File: config.mk
export PLATFORM = sky130hd
export DESIGN_NAME = axi_id_remap_flat
export DESIGN_NICKNAME = d
export VERILOG_FILES = /design/src/rtl/axi_id_remap_pkg.sv /design/src/rtl/axi_id_remap_if.sv /design/src/rtl/axi_id_remap_table.sv /design/src/rtl/axi_id_remap.sv /design/src/flat_wrapper.sv
export SDC_FILE = /design/constraint.sdc
export NUM_CORES = 2
export LEC_CHECK = 0
export ABC_AREA = 1
export CORE_ASPECT_RATIO = 0.6
export CORE_MARGIN = 2
export CORE_UTILIZATION = 58
export CTS_CLUSTER_SIZE = 28
export DETAILED_ROUTE_END_ITERATION = 10
export PLACE_DENSITY = 0.83
export RECOVER_POWER = 25
export SYNTH_ARGS = -nofsm -noshare
export SYNTH_HDL_FRONTEND = slang
export SYNTH_HIERARCHICAL = 1
export SYNTH_SLANG_ARGS = --single-unit
File: constraint.sdc
create_clock -name clk -period 9.6 [get_ports clk]
set_clock_uncertainty 0.2 [all_clocks]
set_input_delay 1.44 -clock clk [delete_from_list [all_inputs] [get_ports clk]]
set_output_delay 1.44 -clock clk [all_outputs]
set_load 0.1 [all_outputs]
File: src/rtl/axi_id_remap_pkg.sv
// Shared types for the AXI ID remapper: the per-entry record of one remap table
// and the width of its outstanding-transaction counter.
package axi_id_remap_pkg;
    localparam int ID_IN_W  = 12;
    localparam int MAX_TXNS = 4;
    localparam int CNT_W    = $clog2(MAX_TXNS + 1);

    typedef struct packed {
        logic               valid;
        logic [ID_IN_W-1:0] orig_id;
        logic [CNT_W-1:0]   cnt;
    } entry_t;
endpackage

File: src/rtl/axi_id_remap_if.sv
// AXI4 bus bundle with a parameterised ID width; Master drives requests, Slave answers.
interface AXI_BUS #(
    parameter int AXI_ADDR_WIDTH = 32,
    parameter int AXI_DATA_WIDTH = 32,
    parameter int AXI_ID_WIDTH   = 4,
    parameter int AXI_USER_WIDTH = 1
);
    typedef logic [AXI_ID_WIDTH-1:0]   id_t;
    typedef logic [AXI_ADDR_WIDTH-1:0] addr_t;
    typedef logic [AXI_DATA_WIDTH-1:0] data_t;
    typedef logic [AXI_USER_WIDTH-1:0] user_t;

    id_t aw_id;   addr_t aw_addr; logic [7:0] aw_len; logic [2:0] aw_size; logic [1:0] aw_burst;
    logic aw_lock; logic [3:0] aw_cache; logic [2:0] aw_prot; logic [3:0] aw_qos; user_t aw_user;
    logic aw_valid, aw_ready;
    data_t w_data; logic [AXI_DATA_WIDTH/8-1:0] w_strb; logic w_last; user_t w_user;
    logic w_valid, w_ready;
    id_t b_id; logic [1:0] b_resp; user_t b_user; logic b_valid, b_ready;
    id_t ar_id;   addr_t ar_addr; logic [7:0] ar_len; logic [2:0] ar_size; logic [1:0] ar_burst;
    logic ar_lock; logic [3:0] ar_cache; logic [2:0] ar_prot; logic [3:0] ar_qos; user_t ar_user;
    logic ar_valid, ar_ready;
    id_t r_id; data_t r_data; logic [1:0] r_resp; logic r_last; user_t r_user;
    logic r_valid, r_ready;

    modport Master (
        output aw_id, aw_addr, aw_len, aw_size, aw_burst, aw_lock, aw_cache, aw_prot, aw_qos, aw_user, aw_valid,
        input  aw_ready,
        output w_data, w_strb, w_last, w_user, w_valid,
        input  w_ready,
        input  b_id, b_resp, b_user, b_valid,
        output b_ready,
        output ar_id, ar_addr, ar_len, ar_size, ar_burst, ar_lock, ar_cache, ar_prot, ar_qos, ar_user, ar_valid,
        input  ar_ready,
        input  r_id, r_data, r_resp, r_last, r_user, r_valid,
        output r_ready
    );
    modport Slave (
        input  aw_id, aw_addr, aw_len, aw_size, aw_burst, aw_lock, aw_cache, aw_prot, aw_qos, aw_user, aw_valid,
        output aw_ready,
        input  w_data, w_strb, w_last, w_user, w_valid,
        output w_ready,
        output b_id, b_resp, b_user, b_valid,
        input  b_ready,
        input  ar_id, ar_addr, ar_len, ar_size, ar_burst, ar_lock, ar_cache, ar_prot, ar_qos, ar_user, ar_valid,
        output ar_ready,
        output r_id, r_data, r_resp, r_last, r_user, r_valid,
        input  r_ready
    );
endinterface

File: src/rtl/axi_id_remap_table.sv
// One direction's ID remap table: lookup/allocation of an output ID per request,
// lock of the issued ID while the request waits, and orig-ID restore on responses.
module axi_id_remap_table import axi_id_remap_pkg::*; #(
    parameter int ID_OUT_W        = 4,
    parameter int MAX_TXNS_PER_ID = MAX_TXNS
) (
    input  logic                clk,
    input  logic                rst_n,
    input  logic                req_valid,
    output logic                req_ready,
    input  logic [ID_IN_W-1:0]  req_id,
    output logic                fwd_valid,
    input  logic                fwd_ready,
    output logic [ID_OUT_W-1:0] fwd_id,
    input  logic                rsp_valid,
    input  logic                rsp_pop,
    input  logic [ID_OUT_W-1:0] rsp_id,
    output logic [ID_IN_W-1:0]  rsp_orig_id
);
    localparam int DEPTH = 2**ID_OUT_W;
    localparam logic [CNT_W-1:0] CNT_MAX = CNT_W'(MAX_TXNS_PER_ID);

    entry_t [DEPTH-1:0]  tbl;
    logic                match_hit, free_hit, stall, push, lock_vld;
    logic [ID_OUT_W-1:0] match_idx, free_idx, lock_idx, sel_idx;
    logic [DEPTH-1:0]    psh, pop;

    // Descending scan so the lowest index wins both searches.
    always_comb begin
        match_hit = 1'b0;
        match_idx = '0;
        free_hit  = 1'b0;
        free_idx  = '0;
        for (int i = DEPTH-1; i >= 0; i--) begin
            if (tbl[i].valid && tbl[i].orig_id == req_id) begin
                match_hit = 1'b1;
                match_idx = ID_OUT_W'(i);
            end
            if (!tbl[i].valid) begin
                free_hit = 1'b1;
                free_idx = ID_OUT_W'(i);
            end
        end
    end

    // A locked index never becomes full: its count can only drop until the handshake.
    assign sel_idx   = lock_vld ? lock_idx : (match_hit ? match_idx : free_idx);
    assign stall     = !lock_vld && (match_hit ? (tbl[match_idx].cnt == CNT_MAX) : !free_hit);
    assign fwd_valid = req_valid && !stall;
    assign req_ready = fwd_ready && !stall;
    assign fwd_id    = sel_idx;
    assign push      = fwd_valid && fwd_ready;

    always_comb begin
        psh = '0;
        pop = '0;
        for (int i = 0; i < DEPTH; i++) begin
            psh[i] = push && (sel_idx == ID_OUT_W'(i));
            pop[i] = rsp_pop && (rsp_id == ID_OUT_W'(i)) && tbl[i].valid;
        end
    end

    assign rsp_orig_id = tbl[rsp_id].valid ? tbl[rsp_id].orig_id : '0;

    always_ff @(posedge clk or negedge rst_n) begin
        if (!rst_n) begin
            tbl      <= '0;
            lock_vld <= 1'b0;
            lock_idx <= '0;
        end else begin
            lock_vld <= fwd_valid && !fwd_ready;
            lock_idx <= sel_idx;
            for (int i = 0; i < DEPTH; i++) begin
                if (psh[i] && !pop[i]) begin
                    tbl[i].valid   <= 1'b1;
                    tbl[i].orig_id <= req_id;
                    tbl[i].cnt     <= tbl[i].cnt + 1'b1;
                end else if (!psh[i] && pop[i]) begin
                    tbl[i].cnt <= tbl[i].cnt - 1'b1;
                    if (tbl[i].cnt == CNT_W'(1)) tbl[i].valid <= 1'b0;
                end
            end
        end
    end

    // A response for an ID with nothing outstanding is an upstream protocol error.
    assert property (@(posedge clk) disable iff (!rst_n) rsp_valid |-> tbl[rsp_id].valid);
endmodule

File: src/rtl/axi_id_remap.sv
// Compresses wide crossbar IDs into a 2**AXI_ID_OUT_WIDTH ID space, one remap table
// per direction; all non-ID payload passes straight through.
module axi_id_remap import axi_id_remap_pkg::*; #(
    parameter int AXI_ID_IN_WIDTH  = ID_IN_W,
    parameter int AXI_ID_OUT_WIDTH = 4,
    parameter int MAX_TXNS_PER_ID  = MAX_TXNS
) (
    input  logic   clk,
    input  logic   rst_n,
    AXI_BUS.Slave  slave,
    AXI_BUS.Master master
);
    // Entry storage is sized by the package; reject overrides it cannot hold.
    if (AXI_ID_IN_WIDTH != ID_IN_W || MAX_TXNS_PER_ID >= 2**CNT_W) begin : g_param_err
        $error("axi_id_remap: ID width or per-ID depth exceeds entry storage");
    end

    axi_id_remap_table #(.ID_OUT_W(AXI_ID_OUT_WIDTH), .MAX_TXNS_PER_ID(MAX_TXNS_PER_ID)) u_wr (
        .clk, .rst_n,
        .req_valid(slave.aw_valid), .req_ready(slave.aw_ready), .req_id(slave.aw_id),
        .fwd_valid(master.aw_valid), .fwd_ready(master.aw_ready), .fwd_id(master.aw_id),
        .rsp_valid(master.b_valid), .rsp_pop(master.b_valid && slave.b_ready),
        .rsp_id(master.b_id), .rsp_orig_id(slave.b_id)
    );

    axi_id_remap_table #(.ID_OUT_W(AXI_ID_OUT_WIDTH), .MAX_TXNS_PER_ID(MAX_TXNS_PER_ID)) u_rd (
        .clk, .rst_n,
        .req_valid(slave.ar_valid), .req_ready(slave.ar_ready), .req_id(slave.ar_id),
        .fwd_valid(master.ar_valid), .fwd_ready(master.ar_ready), .fwd_id(master.ar_id),
        .rsp_valid(master.r_valid), .rsp_pop(master.r_valid && slave.r_ready && master.r_last),
        .rsp_id(master.r_id), .rsp_orig_id(slave.r_id)
    );

    assign master.aw_addr  = slave.aw_addr;
    assign master.aw_len   = slave.aw_len;
    assign master.aw_size  = slave.aw_size;
    assign master.aw_burst = slave.aw_burst;
    assign master.aw_lock  = slave.aw_lock;
    assign master.aw_cache = slave.aw_cache;
    assign master.aw_prot  = slave.aw_prot;
    assign master.aw_qos   = slave.aw_qos;
    assign master.aw_user  = slave.aw_user;

    assign master.w_data   = slave.w_data;
    assign master.w_strb   = slave.w_strb;
    assign master.w_last   = slave.w_last;
    assign master.w_user   = slave.w_user;
    assign master.w_valid  = slave.w_valid;
    assign slave.w_ready   = master.w_ready;

    assign slave.b_resp    = master.b_resp;
    assign slave.b_user    = master.b_user;
    assign slave.b_valid   = master.b_valid;
    assign master.b_ready  = slave.b_ready;

    assign master.ar_addr  = slave.ar_addr;
    assign master.ar_len   = slave.ar_len;
    assign master.ar_size  = slave.ar_size;
    assign master.ar_burst = slave.ar_burst;
    assign master.ar_lock  = slave.ar_lock;
    assign master.ar_cache = slave.ar_cache;
    assign master.ar_prot  = slave.ar_prot;
    assign master.ar_qos   = slave.ar_qos;
    assign master.ar_user  = slave.ar_user;

    assign slave.r_data    = master.r_data;
    assign slave.r_resp    = master.r_resp;
    assign slave.r_last    = master.r_last;
    assign slave.r_user    = master.r_user;
    assign slave.r_valid   = master.r_valid;
    assign master.r_ready  = slave.r_ready;
endmodule

File: src/flat_wrapper.sv
// flat-port wrapper written by rule: the top's interface ports become plain ports
module axi_id_remap_flat import axi_id_remap_pkg::*;
#(
    parameter int AXI_ID_IN_WIDTH  = ID_IN_W,
    parameter int AXI_ID_OUT_WIDTH = 4,
    parameter int MAX_TXNS_PER_ID  = MAX_TXNS
)
  (clk, rst_n, slave_aw_id, slave_aw_addr, slave_aw_len, slave_aw_size, slave_aw_burst, slave_aw_lock, slave_aw_cache, slave_aw_prot, slave_aw_qos, slave_aw_user, slave_aw_valid, slave_aw_ready, slave_w_data, slave_w_strb, slave_w_last, slave_w_user, slave_w_valid, slave_w_ready, slave_b_id, slave_b_resp, slave_b_user, slave_b_valid, slave_b_ready, slave_ar_id, slave_ar_addr, slave_ar_len, slave_ar_size, slave_ar_burst, slave_ar_lock, slave_ar_cache, slave_ar_prot, slave_ar_qos, slave_ar_user, slave_ar_valid, slave_ar_ready, slave_r_id, slave_r_data, slave_r_resp, slave_r_last, slave_r_user, slave_r_valid, slave_r_ready, master_aw_id, master_aw_addr, master_aw_len, master_aw_size, master_aw_burst, master_aw_lock, master_aw_cache, master_aw_prot, master_aw_qos, master_aw_user, master_aw_valid, master_aw_ready, master_w_data, master_w_strb, master_w_last, master_w_user, master_w_valid, master_w_ready, master_b_id, master_b_resp, master_b_user, master_b_valid, master_b_ready, master_ar_id, master_ar_addr, master_ar_len, master_ar_size, master_ar_burst, master_ar_lock, master_ar_cache, master_ar_prot, master_ar_qos, master_ar_user, master_ar_valid, master_ar_ready, master_r_id, master_r_data, master_r_resp, master_r_last, master_r_user, master_r_valid, master_r_ready);
  AXI_BUS #(.AXI_ID_WIDTH(12)) slave_i ();
  AXI_BUS #(.AXI_ID_WIDTH(4)) master_i ();
  input  logic clk;
  input  logic rst_n;
  input wire logic [$bits(slave_i.aw_id)-1:0] slave_aw_id;
  input wire logic [$bits(slave_i.aw_addr)-1:0] slave_aw_addr;
  input wire logic [$bits(slave_i.aw_len)-1:0] slave_aw_len;
  input wire logic [$bits(slave_i.aw_size)-1:0] slave_aw_size;
  input wire logic [$bits(slave_i.aw_burst)-1:0] slave_aw_burst;
  input wire logic [$bits(slave_i.aw_lock)-1:0] slave_aw_lock;
  input wire logic [$bits(slave_i.aw_cache)-1:0] slave_aw_cache;
  input wire logic [$bits(slave_i.aw_prot)-1:0] slave_aw_prot;
  input wire logic [$bits(slave_i.aw_qos)-1:0] slave_aw_qos;
  input wire logic [$bits(slave_i.aw_user)-1:0] slave_aw_user;
  input wire logic [$bits(slave_i.aw_valid)-1:0] slave_aw_valid;
  output wire logic [$bits(slave_i.aw_ready)-1:0] slave_aw_ready;
  input wire logic [$bits(slave_i.w_data)-1:0] slave_w_data;
  input wire logic [$bits(slave_i.w_strb)-1:0] slave_w_strb;
  input wire logic [$bits(slave_i.w_last)-1:0] slave_w_last;
  input wire logic [$bits(slave_i.w_user)-1:0] slave_w_user;
  input wire logic [$bits(slave_i.w_valid)-1:0] slave_w_valid;
  output wire logic [$bits(slave_i.w_ready)-1:0] slave_w_ready;
  output wire logic [$bits(slave_i.b_id)-1:0] slave_b_id;
  output wire logic [$bits(slave_i.b_resp)-1:0] slave_b_resp;
  output wire logic [$bits(slave_i.b_user)-1:0] slave_b_user;
  output wire logic [$bits(slave_i.b_valid)-1:0] slave_b_valid;
  input wire logic [$bits(slave_i.b_ready)-1:0] slave_b_ready;
  input wire logic [$bits(slave_i.ar_id)-1:0] slave_ar_id;
  input wire logic [$bits(slave_i.ar_addr)-1:0] slave_ar_addr;
  input wire logic [$bits(slave_i.ar_len)-1:0] slave_ar_len;
  input wire logic [$bits(slave_i.ar_size)-1:0] slave_ar_size;
  input wire logic [$bits(slave_i.ar_burst)-1:0] slave_ar_burst;
  input wire logic [$bits(slave_i.ar_lock)-1:0] slave_ar_lock;
  input wire logic [$bits(slave_i.ar_cache)-1:0] slave_ar_cache;
  input wire logic [$bits(slave_i.ar_prot)-1:0] slave_ar_prot;
  input wire logic [$bits(slave_i.ar_qos)-1:0] slave_ar_qos;
  input wire logic [$bits(slave_i.ar_user)-1:0] slave_ar_user;
  input wire logic [$bits(slave_i.ar_valid)-1:0] slave_ar_valid;
  output wire logic [$bits(slave_i.ar_ready)-1:0] slave_ar_ready;
  output wire logic [$bits(slave_i.r_id)-1:0] slave_r_id;
  output wire logic [$bits(slave_i.r_data)-1:0] slave_r_data;
  output wire logic [$bits(slave_i.r_resp)-1:0] slave_r_resp;
  output wire logic [$bits(slave_i.r_last)-1:0] slave_r_last;
  output wire logic [$bits(slave_i.r_user)-1:0] slave_r_user;
  output wire logic [$bits(slave_i.r_valid)-1:0] slave_r_valid;
  input wire logic [$bits(slave_i.r_ready)-1:0] slave_r_ready;
  output wire logic [$bits(master_i.aw_id)-1:0] master_aw_id;
  output wire logic [$bits(master_i.aw_addr)-1:0] master_aw_addr;
  output wire logic [$bits(master_i.aw_len)-1:0] master_aw_len;
  output wire logic [$bits(master_i.aw_size)-1:0] master_aw_size;
  output wire logic [$bits(master_i.aw_burst)-1:0] master_aw_burst;
  output wire logic [$bits(master_i.aw_lock)-1:0] master_aw_lock;
  output wire logic [$bits(master_i.aw_cache)-1:0] master_aw_cache;
  output wire logic [$bits(master_i.aw_prot)-1:0] master_aw_prot;
  output wire logic [$bits(master_i.aw_qos)-1:0] master_aw_qos;
  output wire logic [$bits(master_i.aw_user)-1:0] master_aw_user;
  output wire logic [$bits(master_i.aw_valid)-1:0] master_aw_valid;
  input wire logic [$bits(master_i.aw_ready)-1:0] master_aw_ready;
  output wire logic [$bits(master_i.w_data)-1:0] master_w_data;
  output wire logic [$bits(master_i.w_strb)-1:0] master_w_strb;
  output wire logic [$bits(master_i.w_last)-1:0] master_w_last;
  output wire logic [$bits(master_i.w_user)-1:0] master_w_user;
  output wire logic [$bits(master_i.w_valid)-1:0] master_w_valid;
  input wire logic [$bits(master_i.w_ready)-1:0] master_w_ready;
  input wire logic [$bits(master_i.b_id)-1:0] master_b_id;
  input wire logic [$bits(master_i.b_resp)-1:0] master_b_resp;
  input wire logic [$bits(master_i.b_user)-1:0] master_b_user;
  input wire logic [$bits(master_i.b_valid)-1:0] master_b_valid;
  output wire logic [$bits(master_i.b_ready)-1:0] master_b_ready;
  output wire logic [$bits(master_i.ar_id)-1:0] master_ar_id;
  output wire logic [$bits(master_i.ar_addr)-1:0] master_ar_addr;
  output wire logic [$bits(master_i.ar_len)-1:0] master_ar_len;
  output wire logic [$bits(master_i.ar_size)-1:0] master_ar_size;
  output wire logic [$bits(master_i.ar_burst)-1:0] master_ar_burst;
  output wire logic [$bits(master_i.ar_lock)-1:0] master_ar_lock;
  output wire logic [$bits(master_i.ar_cache)-1:0] master_ar_cache;
  output wire logic [$bits(master_i.ar_prot)-1:0] master_ar_prot;
  output wire logic [$bits(master_i.ar_qos)-1:0] master_ar_qos;
  output wire logic [$bits(master_i.ar_user)-1:0] master_ar_user;
  output wire logic [$bits(master_i.ar_valid)-1:0] master_ar_valid;
  input wire logic [$bits(master_i.ar_ready)-1:0] master_ar_ready;
  input wire logic [$bits(master_i.r_id)-1:0] master_r_id;
  input wire logic [$bits(master_i.r_data)-1:0] master_r_data;
  input wire logic [$bits(master_i.r_resp)-1:0] master_r_resp;
  input wire logic [$bits(master_i.r_last)-1:0] master_r_last;
  input wire logic [$bits(master_i.r_user)-1:0] master_r_user;
  input wire logic [$bits(master_i.r_valid)-1:0] master_r_valid;
  output wire logic [$bits(master_i.r_ready)-1:0] master_r_ready;
  assign slave_i.aw_id = slave_aw_id;
  assign slave_i.aw_addr = slave_aw_addr;
  assign slave_i.aw_len = slave_aw_len;
  assign slave_i.aw_size = slave_aw_size;
  assign slave_i.aw_burst = slave_aw_burst;
  assign slave_i.aw_lock = slave_aw_lock;
  assign slave_i.aw_cache = slave_aw_cache;
  assign slave_i.aw_prot = slave_aw_prot;
  assign slave_i.aw_qos = slave_aw_qos;
  assign slave_i.aw_user = slave_aw_user;
  assign slave_i.aw_valid = slave_aw_valid;
  assign slave_aw_ready = slave_i.aw_ready;
  assign slave_i.w_data = slave_w_data;
  assign slave_i.w_strb = slave_w_strb;
  assign slave_i.w_last = slave_w_last;
  assign slave_i.w_user = slave_w_user;
  assign slave_i.w_valid = slave_w_valid;
  assign slave_w_ready = slave_i.w_ready;
  assign slave_b_id = slave_i.b_id;
  assign slave_b_resp = slave_i.b_resp;
  assign slave_b_user = slave_i.b_user;
  assign slave_b_valid = slave_i.b_valid;
  assign slave_i.b_ready = slave_b_ready;
  assign slave_i.ar_id = slave_ar_id;
  assign slave_i.ar_addr = slave_ar_addr;
  assign slave_i.ar_len = slave_ar_len;
  assign slave_i.ar_size = slave_ar_size;
  assign slave_i.ar_burst = slave_ar_burst;
  assign slave_i.ar_lock = slave_ar_lock;
  assign slave_i.ar_cache = slave_ar_cache;
  assign slave_i.ar_prot = slave_ar_prot;
  assign slave_i.ar_qos = slave_ar_qos;
  assign slave_i.ar_user = slave_ar_user;
  assign slave_i.ar_valid = slave_ar_valid;
  assign slave_ar_ready = slave_i.ar_ready;
  assign slave_r_id = slave_i.r_id;
  assign slave_r_data = slave_i.r_data;
  assign slave_r_resp = slave_i.r_resp;
  assign slave_r_last = slave_i.r_last;
  assign slave_r_user = slave_i.r_user;
  assign slave_r_valid = slave_i.r_valid;
  assign slave_i.r_ready = slave_r_ready;
  assign master_aw_id = master_i.aw_id;
  assign master_aw_addr = master_i.aw_addr;
  assign master_aw_len = master_i.aw_len;
  assign master_aw_size = master_i.aw_size;
  assign master_aw_burst = master_i.aw_burst;
  assign master_aw_lock = master_i.aw_lock;
  assign master_aw_cache = master_i.aw_cache;
  assign master_aw_prot = master_i.aw_prot;
  assign master_aw_qos = master_i.aw_qos;
  assign master_aw_user = master_i.aw_user;
  assign master_aw_valid = master_i.aw_valid;
  assign master_i.aw_ready = master_aw_ready;
  assign master_w_data = master_i.w_data;
  assign master_w_strb = master_i.w_strb;
  assign master_w_last = master_i.w_last;
  assign master_w_user = master_i.w_user;
  assign master_w_valid = master_i.w_valid;
  assign master_i.w_ready = master_w_ready;
  assign master_i.b_id = master_b_id;
  assign master_i.b_resp = master_b_resp;
  assign master_i.b_user = master_b_user;
  assign master_i.b_valid = master_b_valid;
  assign master_b_ready = master_i.b_ready;
  assign master_ar_id = master_i.ar_id;
  assign master_ar_addr = master_i.ar_addr;
  assign master_ar_len = master_i.ar_len;
  assign master_ar_size = master_i.ar_size;
  assign master_ar_burst = master_i.ar_burst;
  assign master_ar_lock = master_i.ar_lock;
  assign master_ar_cache = master_i.ar_cache;
  assign master_ar_prot = master_i.ar_prot;
  assign master_ar_qos = master_i.ar_qos;
  assign master_ar_user = master_i.ar_user;
  assign master_ar_valid = master_i.ar_valid;
  assign master_i.ar_ready = master_ar_ready;
  assign master_i.r_id = master_r_id;
  assign master_i.r_data = master_r_data;
  assign master_i.r_resp = master_r_resp;
  assign master_i.r_last = master_r_last;
  assign master_i.r_user = master_r_user;
  assign master_i.r_valid = master_r_valid;
  assign master_r_ready = master_i.r_ready;
  axi_id_remap #(.AXI_ID_IN_WIDTH(AXI_ID_IN_WIDTH), .AXI_ID_OUT_WIDTH(AXI_ID_OUT_WIDTH), .MAX_TXNS_PER_ID(MAX_TXNS_PER_ID)) u_core (.clk(clk), .rst_n(rst_n), .slave(slave_i), .master(master_i));
endmodule
=== Yosys cells after proc, flatten, opt, wreduce, memory -nomap -nowiden ===
Index checks and enable logic that the tools add are counted.

* Bits in registers: 522
* Logic and storage cells: 975
* Output and inout bits: 235

* $lt $le $gt $ge: 4
* Eq/ne operators: 126
* Mux-type cells: 304
* Reductions and logical operators: 377
* Add/sub/neg operators: 64

{| class="wikitable"
|+ Operators with widths
! operator !! number
|-
| 12-bit equality test || 32
|-
| 4-bit two-way mux || 68
|-
| 16-bit binary-select mux with 4-bit select || 4
|-
| 1-bit logical AND || 205
|-
| 3-bit two-way mux || 66
|-
| 1-bit two-way mux || 162
|-
| 4-bit equality test, second input constant || 32
|-
| 2-bit nonzero test || 64
|-
| 3-bit by 1-bit adder with 3-bit output, second input constant || 32
|-
| 3-bit by 1-bit equality test with 1-bit output, second input constant || 32
|-
| 3-bit by 1-bit subtractor with 3-bit output, second input constant || 32
|-
| 1-bit zero test || 72
|-
| 4-bit by 3-bit equality test with 1-bit output, second input constant || 16
|-
| 2-bit AND reduction || 32
|-
| 4-bit by 2-bit equality test with 1-bit output, second input constant || 8
|-
| 16-bit two-way mux || 2
|-
| 12-bit two-way mux || 2
|-
| 4-bit by 5-bit < comparator with 1-bit output, second input constant || 4
|-
| 4-bit by 1-bit equality test with 1-bit output, second input constant || 4
|-
| 4-bit zero test || 4
|-
| 3-bit equality test, second input constant || 2
|}

=== Depth between registers and ports, before layout ===
* Depth in word-level cells: 31
* Mapped depth: 39

=== Hierarchy ===
The synthesis kept the hierarchy.

{| class="wikitable"
|+ By module, submodules not included
! module !! sequential area each (um^2) !! area an instance (um^2) !! cells each !! instances
|-
| axi_id_remap_table (u_core.u_wr) || 6531.3 || 17679.5 || 2471 || 1
|-
| axi_id_remap_table (u_core.u_rd) || 6531.3 || 16478.3 || 2192 || 1
|-
| axi_id_remap || 0.0 || 1515.2 || 204 || 1
|}

=== Worst setup path before layout ===
No wires, ideal clock.

* Path kind: input -> output
* Start point: input port slave_aw_id[4]
* End point: output port slave_aw_ready
* Arrival: 5.433 ns
* Cell stages on the path: 25
* Slack: 2.527 ns
* Data required time: 7.960 ns
* Cell sequence: buf_4 buf_4 xnor2_1 nand2_1 nor3_1 nand2_1 nand2_1 nand2_1 nand2_1 nand2_1 nand2_1 nand2_1 nand2_1 nand2_1 nand2_2 nand2_4 nand2_4 nand2_1 nand2_1 nand2_1 nand3_1 nand3_1 nand2_1 nand2_2 a21boi_0

* Word-level cells in the longest chain between the ends: 25
* Elaborated cells between the ends (all ways): 71
* Those cells by class: eq/ne: 17; mux: 35; reduce/logical: 19

{| class="wikitable"
|+ Ends and longest elaborated chain
! what !! line !! text
|-
| from (decl) || flat_wrapper.sv:13 || <nowiki>input wire logic [$bits(slave_i.aw_id)-1:0] slave_aw_id;</nowiki>
|-
| 12-bit equality test || axi_id_remap_table.sv:35 || <nowiki>if (tbl[i].valid && tbl[i].orig_id == req_id) begin</nowiki>
|-
| 1-bit logical AND || axi_id_remap_table.sv:35 ||
|-
| 4-bit two-way mux (16 in a row) || axi_id_remap_table.sv:35 ||
|-
| 16-bit binary-select mux with 4-bit select || axi_id_remap_table.sv:48 || <nowiki>assign stall = !lock_vld && (match_hit ? (tbl[match_idx].cnt == CNT_MAX) : !free_hit);</nowiki>
|-
| 3-bit two-way mux (implied by the code) || axi_id_remap_table.sv:48 ||
|-
| 3-bit equality test || axi_id_remap_table.sv:48 ||
|-
| 1-bit two-way mux (*) || axi_id_remap_table.sv:48 ||
|-
| 1-bit logical AND (*) || axi_id_remap_table.sv:48 ||
|-
| 1-bit zero test (*) || axi_id_remap_table.sv:50 || <nowiki>assign req_ready = fwd_ready && !stall;</nowiki>
|-
| 1-bit logical AND (*) || axi_id_remap_table.sv:50 ||
|-
| to (decl) || flat_wrapper.sv:24 || <nowiki>output wire logic [$bits(slave_i.aw_ready)-1:0] slave_aw_ready;</nowiki>
|}

Every way passes the cells marked *; elsewhere a longest branch is shown, timed or not. The select of a mux whose other input is x is not followed.

=== Final worst setup path ===
* Start point: input port slave_ar_id[6]
* End point: output port master_ar_id[0]

* Word-level cells in the longest chain between the ends: 20
* Elaborated cells between the ends (all ways): 66
* Those cells by class: eq/ne: 16; mux: 34; reduce/logical: 16

{| class="wikitable"
|+ Ends and longest elaborated chain
! what !! line !! text
|-
| from (decl) || flat_wrapper.sv:36 || <nowiki>input wire logic [$bits(slave_i.ar_id)-1:0] slave_ar_id;</nowiki>
|-
| 12-bit equality test || axi_id_remap_table.sv:35 ||
|-
| 1-bit logical AND || axi_id_remap_table.sv:35 ||
|-
| 4-bit two-way mux / 1-bit two-way mux (equally long branches) (16 in a row) || axi_id_remap_table.sv:35 ||
|-
| 4-bit two-way mux (*) (2 in a row) || axi_id_remap_table.sv:47 || <nowiki>assign sel_idx = lock_vld ? lock_idx : (match_hit ? match_idx : free_idx);</nowiki>
|-
| to (decl) || flat_wrapper.sv:78 || <nowiki>output wire logic [$bits(master_i.ar_id)-1:0] master_ar_id;</nowiki>
|}

Every way passes the cells marked *; elsewhere a longest branch is shown, timed or not.

==> results by group <==
Setup path
  – Worst reg2reg path endpoint: u_core/u_rd/tbl[112]$_DFFE_PN0P_
  – WS Path Type: input pin to output port
  – Worst flop-to-flop path startpoint: u_core/u_rd/tbl[188]$_DFFE_PN0P_
  – Req. time, crit path: 7960 ps
  – Worst r2r path cells: 28
  – R2r setup slk: 4210 ps
  – Worst EP arrival: 6400 ps
  – Worst-path fanout max: 20
  – Worst setup SP type: input pin
  – Critical Path Sink Type: output port

Routing
  – DRT Pass-1 Iters: 6
  – Vias: 34000
  – Via density: 6.22
  – 1st-iter DRT viols: 5478
  – Routed WL: 127000 um
  – DR DRC count: 0
  – WL per Instance: 23.1 um
  – Antenna Nets Post-Route: 0

Timing
  – Worst slew pin tran: 5810 ps
  – Worst slew margin: -287%
  – Crit path time final: 8040 ps
  – Setup TNS: 0 ps
  – Final hold vios: 0
  – Slew Limit Fails: 108
  – Setup-failing EPs final: 0
  – RSZ-0062 raised after global routing: no
  – Fmax: 124 MHz
  – Period utilization: 83.7%

Finish
  – Finished Cell Area: 37000 um2
  – Area Growth Syn to Fin: 3.72%
  – Most frequent cells in the layout: nand2_1 (944), inv_1 (693), o21ai_0 (674)
  – Most common cell after layout, fill and taps aside: nand2_1
  – Fin nets: 4999
  – Layout cells sized above 1: 4.29%

Worst hold path
  – End of the worst hold path: u_core/u_wr/tbl[209]$_DFFE_PN0P_
  – Hold depth: 2
  – Worst min-delay path startpoint: u_core/u_wr/tbl[209]$_DFFE_PN0P_
  – Hold WC Path Type: flip-flop to flip-flop

Global routing
  – Gr ovfl total: 0
  – Largest net degree at the start of global routing: 162
  – Global Route Usage Sum: 39.2%
  – Vias in the first global route: 30500
  – Initial antenna violation count: 4
  – Global-route wire length before repair: 187000 um

Clocking
  – Post-cts sizing count: 0
  – CTS tree: done
  – Clock transition at path regs: 70 ps
  – Setup Buffers After CTS: 0
  – # hold bufs at CTS: 0
  – Clk Latency, worst-skew pair: 650 ps
  – Root buffer cell: clkbuf_16
  – CTS Buf Count: 53
  – CTS H-Tree Depth: 2
  – CTS sink count: 522
  – Max Buffers Root-to-Sink: 3

Placed design
  – Count of input and output buffers: 83
  – Post-place instance area: 35200 um2
  – Detail Placement HPWL: 92400 um
  – Final Wtd Congestion: 1.07

Run
  – Max cap viols: 2

Yosys
  – Syn_area_per_cell: 7.33 um2
  – EDFF count, synth: 0
  – Asr flop ratio synth: 100%
  – Seq/Total Area, Yosys: 36.6%
  – Post-Syn Instances: 4867
  – Synth warnings: 6
  – Yosys reg bits: 522
  – Synthesized area: 35700 um2
  – Synthesized Nets: 5264
  – Count of different cell masters after synthesis: 57
  – Synth Flop Type: dfrtp_1

Die
  – Initial Util: 58.6%
  – Site row count: 70
  – Die area: 63600 um2
  – Die Height: 196 um
  – Die W: 324 um
  – Ports: 472
  – Core ar.: 60900 um2

Status
  – Status: complete, but fails checks
  – Violated checks: capacitance limit, slew limit

Power and ir drop
  – Tot Pwr: 10.5 mW
  – Pwr/cell area: 284 nW/um2
  – Peak VDD IR: 0.157 mV
  – Pleak: 17.6 nW
## synth_stat cells (43+ instances only)
master    number  share of area, %
nor2_1       434               4.6
dfrtp_1      522                37
xnor2_1       70               1.7
nor3_1        46              0.65
buf_4        222               4.7
nand3_1      106               1.5
ha_1         160               5.6
clkbuf_1     157               1.7
nor4_1        54              0.95
inv_1        693               7.3
a21oi_1       64              0.90
o21ai_0      674               9.5
nand4_1       56              0.98
nand2_1      946                10
o22ai_1      231               4.1
xor2_1       109               2.7
o211ai_1      43              0.90
## power by group
group,internal (mW),total (mW),switching (mW)
registers,3.14,3.89,0.759
clock network,1.28,2.24,0.957
logic,1.35,4.38,3.02
total,5.77,10.5,4.74
## metal layers
metal	vias to the layer above	track usage (%)	part of all wire [%]
met2	2595	45.2	34
met3	387	21.8	21
met4	8	11.6	3.0
met5	-	1.15	0.10
met1	15900	59.6	42
li1	15100	-	-
## worst max-delay path by stage
stage,startpoint,endpoint
finish,slave_ar_id[6],master_ar_id[0]
detailed placement,slave_ar_id[6],master_ar_id[0]
global placement,slave_ar_id[6],master_ar_id[0]
global route,slave_ar_id[6],master_ar_id[0]
floorplan,slave_aw_id[4],slave_aw_ready
CTS,slave_ar_id[6],master_ar_id[0]
## cell families after synthesis
group | after synthesis | synth area share [%]
AND/OR/NAND/NOR | 1715 | 20.3
buffers and inverters | 1169 | 15.2
AO/OA/AOI/OAI | 1122 | 17.9
flip-flops | 522 | 36.6
XOR/XNOR | 179 | 4.39
adder cells (fa/ha/maj) | 160 | 5.61
## area by class of cell
| class | count | area, um2 |
|---|---|---|
| Inverter | 719 | 2700 |
| Multi-Input combinational cell | 3176 | 17200 |
| Clock inverter | 22 | 303 |
| Timing Repair Buffer | 130 | 1190 |
| Fill cell | 5462 | 23900 |
| Antenna cell | 1 | 2.50 |
| Sequential cell | 522 | 13100 |
| Clock buffer | 70 | 1500 |
| Tap cell | 828 | 1040 |
## worst max-delay path, stage by stage
cell             delay, ps
clkdlybuf4s50_1       1020
buf_4                  460
inv_2                  110
nor2_1                  60
nor3_1                 160
nand2_1                 70
nor2_1                  80
nand2_1                130
nand2_1                100
nand2_1                 60
nand2_1                 60
nand2_1                170
nand2_1                110
nand2_1                 90
nand2_1                 70
nand2_1                 50
nand2_1                 60
nand2_1                150
nand2_1                120
nand2_2                 60
nand2_4                120
nand2_4                100
nand2_1                 70
nand3_1                 80
nand2_1                140
clkdlybuf4s50_1       1220
## per-stage QoR
step / hold WS [ps] / cells / setup slack [ps] / util (%)
2_1_floorplan: 274 / 4867 / 2530 / -
3_3_place_gp: 294 / 5375 / 1860 / 57.8
3_5_place_dp: 299 / 5375 / 1870 / 57.8
4_1_cts: 314 / 5467 / 1840 / 60.8
5_1_grt: 338 / 5467 / 1370 / 60.8
6_report: 309 / 5468 / 1560 / 60.8
## flip-flops by register name, summed over array words and instances, names as in the netlist
register / count
u_core/u_rd/tbl: 256
u_core/u_wr/tbl: 256
u_core/u_rd/lock_idx: 4
u_core/u_wr/lock_idx: 4
u_core/u_rd/lock_vld: 1
u_core/u_wr/lock_vld: 1
Note: power is estimated with default switching activity, not from simulation.
